===== config.mk =====
export PLATFORM = sky130hd
export DESIGN_NAME = param_shift_reg
export DESIGN_NICKNAME = d
export VERILOG_FILES = /design/src/rtl/param_shift_reg.sv
export SDC_FILE = /design/constraint.sdc
export NUM_CORES = 1
export LEC_CHECK = 0
export ABC_AREA = 1
export CAP_MARGIN = 0
export CORE_MARGIN = 5
export CORE_UTILIZATION = 35
export DETAILED_ROUTE_END_ITERATION = 10
export GPL_TIMING_DRIVEN = 0
export PLACE_DENSITY_LB_ADDON = 0.1
export SLEW_MARGIN = 20
export SYNTH_ARGS = -nofsm -noshare
export SYNTH_HDL_FRONTEND = slang
export SYNTH_SLANG_ARGS = --single-unit

===== constraint.sdc =====
create_clock -name Clk -period 3.4 [get_ports Clk]
set_clock_uncertainty 0.1 [all_clocks]
set_input_delay 0.51 -clock Clk [delete_from_list [all_inputs] [get_ports Clk]]
set_output_delay 0.51 -clock Clk [all_outputs]
set_load 0.1 [all_outputs]

===== src/rtl/param_shift_reg.sv =====
// Parametrised universal shift register with an auto-serialise sequencer.
// Start loads Pin and shifts it out MSB-first over WIDTH enabled cycles.
module param_shift_reg #(
   parameter  int WIDTH = 8,
   localparam int CW    = $clog2(WIDTH + 1)
) (
   input  logic             Clk,
   input  logic             Rst_n,
   input  logic             En,
   input  logic [2:0]       Mode,
   input  logic             SinLsb,
   input  logic             SinMsb,
   input  logic [WIDTH-1:0] Pin,
   input  logic             Start,
   output logic [WIDTH-1:0] Q,
   output logic             SoutMsb,
   output logic             SoutLsb,
   output logic [CW-1:0]    Count,
   output logic             Busy,
   output logic             Done
);

   typedef enum logic {
      IDLE = 1'b0,
      RUN  = 1'b1
   } state_t;

   state_t           state, state_nxt;
   logic [WIDTH-1:0] q_nxt;
   logic [CW-1:0]    count_nxt;
   logic             done_nxt;

   always_ff @(posedge Clk or negedge Rst_n) begin
      if (!Rst_n) begin
         state <= IDLE;
         Q     <= '0;
         Count <= '0;
         Done  <= 1'b0;
      end else begin
         state <= state_nxt;
         Q     <= q_nxt;
         Count <= count_nxt;
         Done  <= done_nxt;
      end
   end

   always_comb begin
      state_nxt = state;
      q_nxt     = Q;
      count_nxt = Count;
      done_nxt  = 1'b0;
      if (En) begin
         unique case (state)
            IDLE: begin
               if (Start) begin
                  q_nxt     = Pin;
                  count_nxt = CW'(WIDTH);
                  state_nxt = RUN;
               end else begin
                  case (Mode)
                     3'b001:  q_nxt = {Q[WIDTH-2:0], SinLsb};
                     3'b010:  q_nxt = {SinMsb, Q[WIDTH-1:1]};
                     3'b011:  q_nxt = {Q[WIDTH-2:0], Q[WIDTH-1]};
                     3'b100:  q_nxt = {Q[0], Q[WIDTH-1:1]};
                     3'b101:  q_nxt = Pin;
                     3'b110:  q_nxt = '0;
                     default: q_nxt = Q;
                  endcase
               end
            end
            RUN: begin
               q_nxt = {Q[WIDTH-2:0], SinLsb};
               // Finishing on Count<=1 keeps Count from ever wrapping below zero.
               if (Count <= CW'(1)) begin
                  count_nxt = '0;
                  state_nxt = IDLE;
                  done_nxt  = 1'b1;
               end else begin
                  count_nxt = Count - CW'(1);
               end
            end
            default: state_nxt = IDLE;
         endcase
      end
   end

   assign Busy    = (state == RUN);
   assign SoutMsb = Q[WIDTH-1];
   assign SoutLsb = Q[0];

endmodule


==> impl_metrics.ini <==
[timing]
worst_slack_ps = 774
worst_pin_slew_ps = 973
relSlewSlack_pct = 34.9
max_freq_ghz = 0.381
finalCritPeriodShare_pct = 77.2
hold_slack_ps = 433
finalHoldViolations = 0
rsz0062_at_grt = false
fin_crit_ps = 2630
tns_ps = 0
drv_slew = 0
finalSetupViolations = 0

[clocking]
root_buffer = clkbuf_4
cts_buffer_depth = 2
postCtsHoldBufs = 0
cts.reportedPaths.clkPinSlew_ps = 90
cts_tree = done
clock_sinks = 14
cts_resized = 0
tritoncts.num_buffers = 3
cts_max_level = 1
cts_setup_buffers = 0
insertion_delay_ps = 290

[placement]
io_buffers = 30
placedCellCount = 236
pre_cts_slack_ps = 1080
place_congestion = 0.803
dp_hpwl_um = 2220

[finish]
area_growth_pct = 35.5
nets = 216
fillers = 319
drive_gt1_share_pct = 18.4
num_antenna_cells = 0
final_cells = 240
layout_commonest_cell = nand2_1
layout_common_cells = nand2_1 (55), clkdlybuf4s50_1 (30), nand3_1 (17)

[setup_path]
endpoint_kind = primary output
crit_type = reg2out
crit_required_ps = 2790
worst_setup_path_start_kind = register
crit_arrival_ps = 2020
cp_max_fo = 6

[synth]
synth_nets = 181
yosys_register_bits = 14
ys_types = 25
syn_inst = 162
ys_seq_area_share_pct = 31.7
syn_area_mm2 = 0.00110
yosysWarnings = 0
synth.avg_cell_area_um2 = 6.81

[global_route]
grt_pass1_wl_um = 5330
antenna_found_initial = 0
grt_max_degree = 15
grt_use_total_pct = 15.7
first_global_vias = 1211
grt_overflow = 0

[power]
powerDensity_mw_per_mm2 = 893
p_leak_nw = 0.678
p_total_mw = 1.34
vdd_drop_max_uv = 568

[die]
dieArea_mm2 = 0.00438
num_rows = 20
io-pin-count = 33
initial_core_util_pct = 36.4
core_area_mm2 = 0.00303
die_height_um = 66.2
die_x_um = 66.2

[run]
maxCapViolations = 0

[drt]
wl_per_cell_um = 12.8
num_vias = 1213
first_iter_violations = 77
ant_nets = 0
vias_per_cell = 5.05
finalWirelength_um = 3070
firstDrtPassIters = 4
drc = 0

[run_status]
outcome = completed

[min_path]
hp-class = reg2reg
final cells by class:
type | instances | area, um^2 | share of cell area, %
Tap cell | 44 | 55.1 | 3.68
Multi-Input combinational cell | 127 | 651 | 43.5
Clock buffer | 4 | 36.3 | 2.43
Buffer | 6 | 43.8 | 2.93
Sequential cell | 14 | 350 | 23.4
Timing Repair Buffer | 30 | 300 | 20.1
Inverter | 15 | 58.8 | 3.93
kinds of logic (layout without fill, tap and decap cells):
family / Yosys count / after routing / synth area share, %
buffers and inverters: 21 / 55 / 9.30
adders and majority gates: 2 / 2 / 2.27
and+or+nand+nor: 104 / 104 / 43.8
DFF: 14 / 14 / 31.7
AOI/OAI and AO/OA: 21 / 21 / 12.9
flip-flops by register name, indices dropped and copies added, names as in the netlist:
register  flops
Busy          1
Count         4
Done          1
Q             8
worst max-delay path, cell delays in order, from the launching register on:
cell and delay (ps):
dfrtp_1 460, buf_4 140, clkdlybuf4s50_1 1120
report_power, final:
group | leakage, nW | switching (mW) | internal [mW]
combinational | 0.493 | 0.670 | 0.237
clock | 0.0210 | 0.0635 | 0.0652
sequential | 0.164 | 0.0770 | 0.222
total | 0.678 | 0.811 | 0.524
per-layer routing:
layer	up-vias	share of wire (%)	GRT usage, %
met5	-	0	0
met2	36	52	28.1
met3	2	5.8	4.25
met4	0	0.68	3.81
met1	578	41	18.3
li1	597	-	-
per-stage QoR:
step	instance area, um^2	utilization, %
finish	1500	49.4
global route	1500	49.4
CTS	1500	49.4
detailed placement	1460	48.2
global placement	1460	48.2
floorplan	1100	-
synthesized netlist by cell type:
library cell  instances  area, um^2
buf_6                 1        11.3
o21ai_2               1        8.76
nand2_1              55         206
o21ai_0               5        25.0
nor3_1                2        10.0
a31oi_1               2        12.5
dfrtp_1              14         350
nor2_1               12        45.0
o21ai_1               4        20.0
nand3_1              17        85.1
inv_2                 3        11.3
buf_2                 2        10.0
buf_4                 3        22.5
nor2_4                1        11.3
inv_4                 1        6.26
nor3_4                1        16.3
a21oi_2               8        70.1
inv_1                11        41.3
nor2_2                8        50.1
nand2_4               1        11.3
nand3_2               1        10.0
ha_1                  2        25.0
o22ai_1               1        6.26
nand2_2               1        6.26
nand4_1               5        31.3
path summary, 6_finish.rpt:
kind / from / end / slack [ps] / cells after the start
min in group asynchronous: Rst_n / Q[7] / 500 / 1
hold reg to reg: Count[3] / Count[3] / 430 / 2
setup / recovery: Q[0] / Q[0] / 770 / 2
max in group asynchronous: Rst_n / Count[1] / 2260 / 1
setup reg to reg: Count[0] / Count[1] / 1850 / 7
hold / removal: Count[3] / Count[3] / 430 / 2
Note: power is estimated with default switching activity, not from simulation.
